$ cat src/rtl/wash_cycle_ctrl.sv
// Timed wash-program sequencer: latches a program code, then runs FILL/WASH/RINSE/SPIN.
// Optional freeze input enabled by defining WASH_CYCLE_PAUSE_EN.
module wash_cycle_ctrl #(
    parameter int TICK_DIV = 50_000_000,
    parameter int QFILL    = 2,
    parameter int QWASH    = 4,
    parameter int QRINSE   = 2,
    parameter int QSPIN    = 2,
    parameter int FFILL    = 3,
    parameter int FWASH    = 8,
    parameter int FRINSE   = 4,
    parameter int FSPIN    = 4
) (
    input  logic       Clock,
    input  logic       Reset,
    input  logic       Enable,
    input  logic [3:0] Mode,
`ifdef WASH_CYCLE_PAUSE_EN
    input  logic       Pause,
`endif
    output logic       isRunning,
    output logic [2:0] Phase,
    output logic [7:0] TimeLeft,
    output logic       Done
);

    localparam logic [2:0] PH_IDLE  = 3'd0;
    localparam logic [2:0] PH_FILL  = 3'd1;
    localparam logic [2:0] PH_WASH  = 3'd2;
    localparam logic [2:0] PH_RINSE = 3'd3;
    localparam logic [2:0] PH_SPIN  = 3'd4;
    localparam logic [2:0] PH_DONE  = 3'd5;

    localparam int            CW       = (TICK_DIV > 1) ? $clog2(TICK_DIV) : 1;
    localparam logic [CW-1:0] TICK_MAX = CW'(TICK_DIV - 1);

    logic [2:0]    phase_reg, phase_next;
    logic [7:0]    time_left_reg, time_left_next;
    logic [CW-1:0] tick_cnt_reg, tick_cnt_next;
    logic          prog_full_reg, prog_full_next;

    logic tick;
    logic start_req;
    logic pause_act;
    logic unused_mode0;

    // Mode[0] is the selector's echo of our own run flag and carries no program information.
    assign unused_mode0 = Mode[0];

`ifdef WASH_CYCLE_PAUSE_EN
    assign pause_act = Pause;
`else
    assign pause_act = 1'b0;
`endif

    assign tick      = (tick_cnt_reg == TICK_MAX);
    assign start_req = (Mode[3:1] == 3'b001) || (Mode[3:1] == 3'b101);

    function automatic logic [7:0] dur_of(input logic [2:0] ph, input logic full);
        logic [7:0] d;
        d = 8'd0;
        case (ph)
            PH_FILL:  d = full ? 8'(FFILL)  : 8'(QFILL);
            PH_WASH:  d = full ? 8'(FWASH)  : 8'(QWASH);
            PH_RINSE: d = full ? 8'(FRINSE) : 8'(QRINSE);
            PH_SPIN:  d = full ? 8'(FSPIN)  : 8'(QSPIN);
            default:  d = 8'd0;
        endcase
        return d;
    endfunction

    always_ff @(posedge Clock) begin
        if (Reset) begin
            phase_reg     <= PH_IDLE;
            time_left_reg <= 8'd0;
            tick_cnt_reg  <= '0;
            prog_full_reg <= 1'b0;
        end else begin
            phase_reg     <= phase_next;
            time_left_reg <= time_left_next;
            tick_cnt_reg  <= tick_cnt_next;
            prog_full_reg <= prog_full_next;
        end
    end

    always_comb begin
        phase_next     = phase_reg;
        time_left_next = time_left_reg;
        tick_cnt_next  = tick_cnt_reg;
        prog_full_next = prog_full_reg;
        if (!Enable) begin
            phase_next     = PH_IDLE;
            time_left_next = 8'd0;
            tick_cnt_next  = '0;
        end else begin
            case (phase_reg)
                PH_IDLE: begin
                    if (start_req) begin
                        prog_full_next = Mode[3];
                        phase_next     = PH_FILL;
                        time_left_next = dur_of(PH_FILL, Mode[3]);
                        tick_cnt_next  = '0;
                    end
                end
                PH_FILL, PH_WASH, PH_RINSE, PH_SPIN: begin
                    if (!pause_act) begin
                        tick_cnt_next = tick ? '0 : tick_cnt_reg + CW'(1);
                        if (tick) begin
                            if (time_left_reg > 8'd1) begin
                                time_left_next = time_left_reg - 8'd1;
                            end else begin
                                // Encoding is sequential, so SPIN + 1 lands on DONE (duration 0).
                                phase_next     = phase_reg + 3'd1;
                                time_left_next = dur_of(phase_reg + 3'd1, prog_full_reg);
                            end
                        end
                    end
                end
                default: begin
                    phase_next     = PH_IDLE;
                    time_left_next = 8'd0;
                    tick_cnt_next  = '0;
                end
            endcase
        end
    end

    always_comb begin
        Phase     = phase_reg;
        TimeLeft  = time_left_reg;
        isRunning = (phase_reg >= PH_FILL) && (phase_reg <= PH_SPIN);
        Done      = (phase_reg == PH_DONE);
    end

endmodule

$ cat config.mk
export PLATFORM = sky130hd
export DESIGN_NAME = wash_cycle_ctrl
export DESIGN_NICKNAME = d
export VERILOG_FILES = /design/src/rtl/wash_cycle_ctrl.sv
export SDC_FILE = /design/constraint.sdc
export NUM_CORES = 1
export LEC_CHECK = 0
export CORE_MARGIN = 5
export CORE_UTILIZATION = 61
export DETAILED_ROUTE_END_ITERATION = 12
export PLACE_DENSITY = 0.84
export SKIP_LAST_GASP = 1
export SLEW_MARGIN = 20
export SYNTH_ARGS = -nofsm -noshare
export SYNTH_HDL_FRONTEND = slang
export SYNTH_SLANG_ARGS = --single-unit
$ cat constraint.sdc
create_clock -name Clock -period 5.21 [get_ports Clock]
set_input_delay 1.3025 -clock Clock [delete_from_list [all_inputs] [get_ports Clock]]
set_output_delay 1.3025 -clock Clock [all_outputs]
set_load 0.05 [all_outputs]
-- Yosys cells after proc, flatten, opt, wreduce, memory -nomap -nowiden
Cells that the tools add are included.
- muxes and demuxes: 16
- reductions and logical operators: 9
- bitwise operators: 1
- divide/modulo/power cells: 0
- equal/unequal tests: 15
- multipliers: 0
- shifts and indexed selects: 0
- add/subtract/negate cells: 3
- order comparisons: 3
- operator list (operator ; number):
    two-way mux 26 bit ; 2
    one-hot mux 26 bit (2 select lines) ; 1
    adder 26 x 1 -> 26 bit (second input constant) ; 1
    == test 26 bit (second input constant) ; 1
    two-way mux 8 bit ; 3
    one-hot mux 8 bit (2 select lines) ; 1
    == test 3 x 2 -> 1 bit (second input constant) ; 4
    == test 3 bit (second input constant) ; 4
    two-way mux 3 bit ; 4
    one-hot mux 4 bit (3 select lines) ; 1
    == test 3 x 1 -> 1 bit (second input constant) ; 3
    greater-than comparator 8 x 1 -> 1 bit (second input constant) ; 1
    subtractor 8 x 1 -> 8 bit (second input constant) ; 1
    != test 2 bit (second input constant) ; 3
    one-hot mux 3 bit (2 select lines) ; 1
    AND reduction 3 bit ; 2
    two-way mux 4 bit ; 1
    OR reduction 2 bit ; 2
    OR reduction 4 bit ; 1
    adder 3 x 1 -> 3 bit (second input constant) ; 1
    greater-or-equal comparator 3 x 1 -> 1 bit (second input constant) ; 1
    <= comparator 3 bit (second input constant) ; 1
    logical NOT 3 bit ; 1
    two-way mux 1 bit ; 2
    4 further kinds ; 4
- word-level logic and storage cells: 51
- input bits: 7
- output and inout bits: 13
- memories kept: 0
- RAM bits: 0
- register bits after elaboration: 38
- ROM bits: 0
- latch bits: 0

-- Longest topological paths before layout
- depth in word-level cells: 7
- gate-level depth with buffers: 8
- depth with buffers taken out: 7

-- Least setup slack after synthesis
No wires, ideal clock.
- path type: reg-to-output
- from: reg phase_reg[0] (netlist: Phase[0])
- to: out isRunning
- required time: 3.908 ns
- path buffers: 0
- data arrival time: 1.654 ns
- stages on the path, launching flop included: 5
- setup slack: 2.254 ns
- cells stage by stage: dfxtp_1 inv_1 ha_1 nand2b_1 o41a_1
- longest elaborated chain between the ends: 2
- elaborated cells between the ends (all ways): 3
- classes of those cells: order compare: 2; reduce/logical: 1
- RTL lines (element ; line ; RTL):
    start: declaration ; 37 ; logic [2:0] phase_reg, phase_next;
    start signal: assignment ; 79 ; phase_reg <= phase_next;
    greater-or-equal comparator 3 x 1 -> 1 bit / <= comparator 3 bit (equally long branches) ; 131 ; isRunning = (phase_reg >= PH_FILL) && (phase_reg <= PH_SPIN);
    logical AND 1 bit * ; 131 ;
    end: declaration ; 21 ; output logic isRunning,
Mark *: on every way between the ends. The rest lies on a longest branch, timed or not.

-- Final worst setup path
Same ends and word-level chain as after synthesis.

==> metrics.yaml <==
post-place-ws_ps: 1628
fin_nets: 290
intPower_w: 0.0004200
cts_buffers: 5
post-route-drc-count: 0
num_vias: 1880
num_antenna_cells: 0
grt_use_total: 0.2019
fin_ws_ps: 1561
synthArstFlopShare: 0
grt.busiest_layer: "met2"
power.leakage_nw: 0.7660
cts_resized: 0
postSynthAreaPerCell_um2: 8.422
first_pass_iters: 4
postCtsSetupBuffers: 0
globalRouteMet3Util: 0.04783
ios: 20
crit_arrival_ps: 2350
synth_nets: 273
hold_buffers: 0
drtIter0Drc: 121
fin_crit_sh: 0.7003
netlist.area_leader.share: 0.3514
clock_power_share: 0.359
cts_sinks: 38
outcome: "completed"
fmax_mhz: 274.1
clockRootBuffer: "clkbuf_4"
place_hpwl_um: 3300
min_path_type: "reg -> reg"
rows: 21
synth_edf_count: 0
die_y_um: 69.57
tightest_slew_ps: 1077
relSlewSlack: 0.2791
synth_area_um2: 2165
grt_overflow_total: 0
p_per_area_nw_per_um2: 233.5
final_layout_size_suffix_gt1_frac: 0.06909
timing_worst_setup_path_type: "reg -> out"
setup_viol: 0
synthFlopType: "dfxtp_1"
syn_inst: 257
final_common_cell: "dfxtp_1"
synth_top_area_cell: "dfxtp_1"
startpoint_type: "flop"
power_frac_seq: 0.519
peakVddDrop_v: 0.0002304
largest_register_ffs: 26
finalCriticalPeriod_ps: 3649
die_w_um: 69.57
switching_share: 0.2664
skew_ps: 11.30
switching_power_w: 0.0001525
postRouteWirelength_um: 4620
layout_common_cells: "dfxtp_1, nor2_1, xnor2_1"
yosysSeqAreaShare: 0.3514
ant_nets: 0
synth_seq_cells: 38
gp_congestion: 0.8046
clockBufferDepth: 2
ff2ff_path_depth: 7
critPathMaxFanout: 8
io_buffers: 18
use_met2: 0.3686
hold_depth: 2
fin_tns_setup_ps: 0
wl_per_cell_um: 14.39
via_per_inst: 5.857
rsz0062_at_grt: "no"
area_delta_synth_final_pct: 13.29
grt_antenna_before_repair: 0
clkTransAtPathRegs_ps: 120
die_area_um2: 4840
synthTopCellsByArea: "dfxtp_1, xnor2_1, nor2_1, ha_1, nor4_1"
grtUsageMet1: 0.2199
slew_violations: 0
end_kind: "output pin"
cp.required_ps: 3910
grt_first_pass_wirelength_um: 8197
grt_max_degree: 27
drv_cap: 0
floorplan.initialDensity: 0.6386
yosysWarnings: 0
core_area_um2: 3390
clk_latency_ps: 350
tritoncts: "yes"
report.final.hold_viol_count: 0
combinationalPowerShare: 0.122
htreeDepth: 2
synthDistinctLibCells: 50
grt_pass1_vias: 1890
## metal layers
layer	share of wire	wire length, µm
met1	0.43	1987
met2	0.51	2353
met3	0.038	174
met4	0.023	104
met5	0	0
## worst paths after layout
| kind | startpoint | endpoint | slack [ps] |
|---|---|---|---|
| max reg2reg | Phase[0]$_SDFFE_PP0P_ | TimeLeft[3]$_SDFFE_PP0P_ | 2550 |
| max | Phase[0]$_SDFFE_PP0P_ | isRunning | 1560 |
| min | tick_cnt_reg[1]$_SDFFE_PP0P_ | tick_cnt_reg[1]$_SDFFE_PP0P_ | 510 |
| min reg2reg | tick_cnt_reg[1]$_SDFFE_PP0P_ | tick_cnt_reg[1]$_SDFFE_PP0P_ | 510 |
## metrics by stage
step	cells	hold WS (ps)	area (µm²)	power [W]	util
2_1_floorplan	257	462.6	2165	0.0003557	-
3_5_place_dp	313	487.7	2362	0.0003716	0.6969
4_1_cts	321	505.0	2445	0.0005760	0.7213
5_1_grt	321	541.7	2452	0.0005992	0.7235
3_3_place_gp	313	481.9	2362	0.0003707	0.6969
6_report	321	506.3	2452	0.0005726	0.7235
## power groups by stage
| stage | sequential [W] | clock [W] | combinational, W |
|---|---|---|---|
| CTS | 0.000297 | 0.000210 | 0.0000686 |
| global placement | 0.000303 | 0 | 0.0000673 |
| floorplan | 0.000309 | 0 | 0.0000468 |
| detailed placement | 0.000304 | 0 | 0.0000679 |
| finish | 0.000297 | 0.000205 | 0.0000700 |
| global route | 0.000298 | 0.000225 | 0.0000763 |
## synth_stat cells, types with 2 or more instances
| library cell | count |
|---|---|
| dfxtp_1 | 38 |
| nor2_1 | 37 |
| xnor2_1 | 21 |
| nand2_1 | 19 |
| inv_1 | 12 |
| nor4_1 | 12 |
| nand3_1 | 11 |
| ha_1 | 9 |
| a21oi_1 | 8 |
| o21ai_0 | 7 |
| nor3_1 | 6 |
| and4_1 | 5 |
| clkbuf_1 | 5 |
| mux2i_1 | 5 |
| and2_1 | 4 |
| nand2b_1 | 4 |
| nand4_1 | 4 |
| nor2b_1 | 4 |
| o211ai_1 | 4 |
| xor2_1 | 4 |
| o21ai_2 | 3 |
| a21o_1 | 2 |
| a31oi_1 | 2 |
| buf_2 | 2 |
| nor4b_1 | 2 |
| o31ai_1 | 2 |
| or4_1 | 2 |
## critical path: stages, from the launching register on
cell and delay, ps:
dfxtp_1 520, inv_1 130, ha_1 280, nand2b_1 230
o41a_1 140, clkdlybuf4s50_1 700
## kinds of logic after synthesis
family,count (synthesis),synth area share
compound gates,41,0.1370
xor+xnor,25,0.1012
fa+ha+maj,9,0.05202
buf+inv,20,0.03931
flops,38,0.3514
mux,6,0.02832
simple gates,118,0.2907
## layout make-up
type / count / area, µm²
Sequential cell: 38 / 760.7
Clock inverter: 3 / 45.04
Inverter: 12 / 45.04
Clock buffer: 5 / 37.54
Multi-Input combinational cell: 199 / 1326
Timing Repair Buffer: 18 / 180.2
Tap cell: 46 / 57.56
Fill cell: 273 / 937.1
Power figures use the tool's default switching activity.
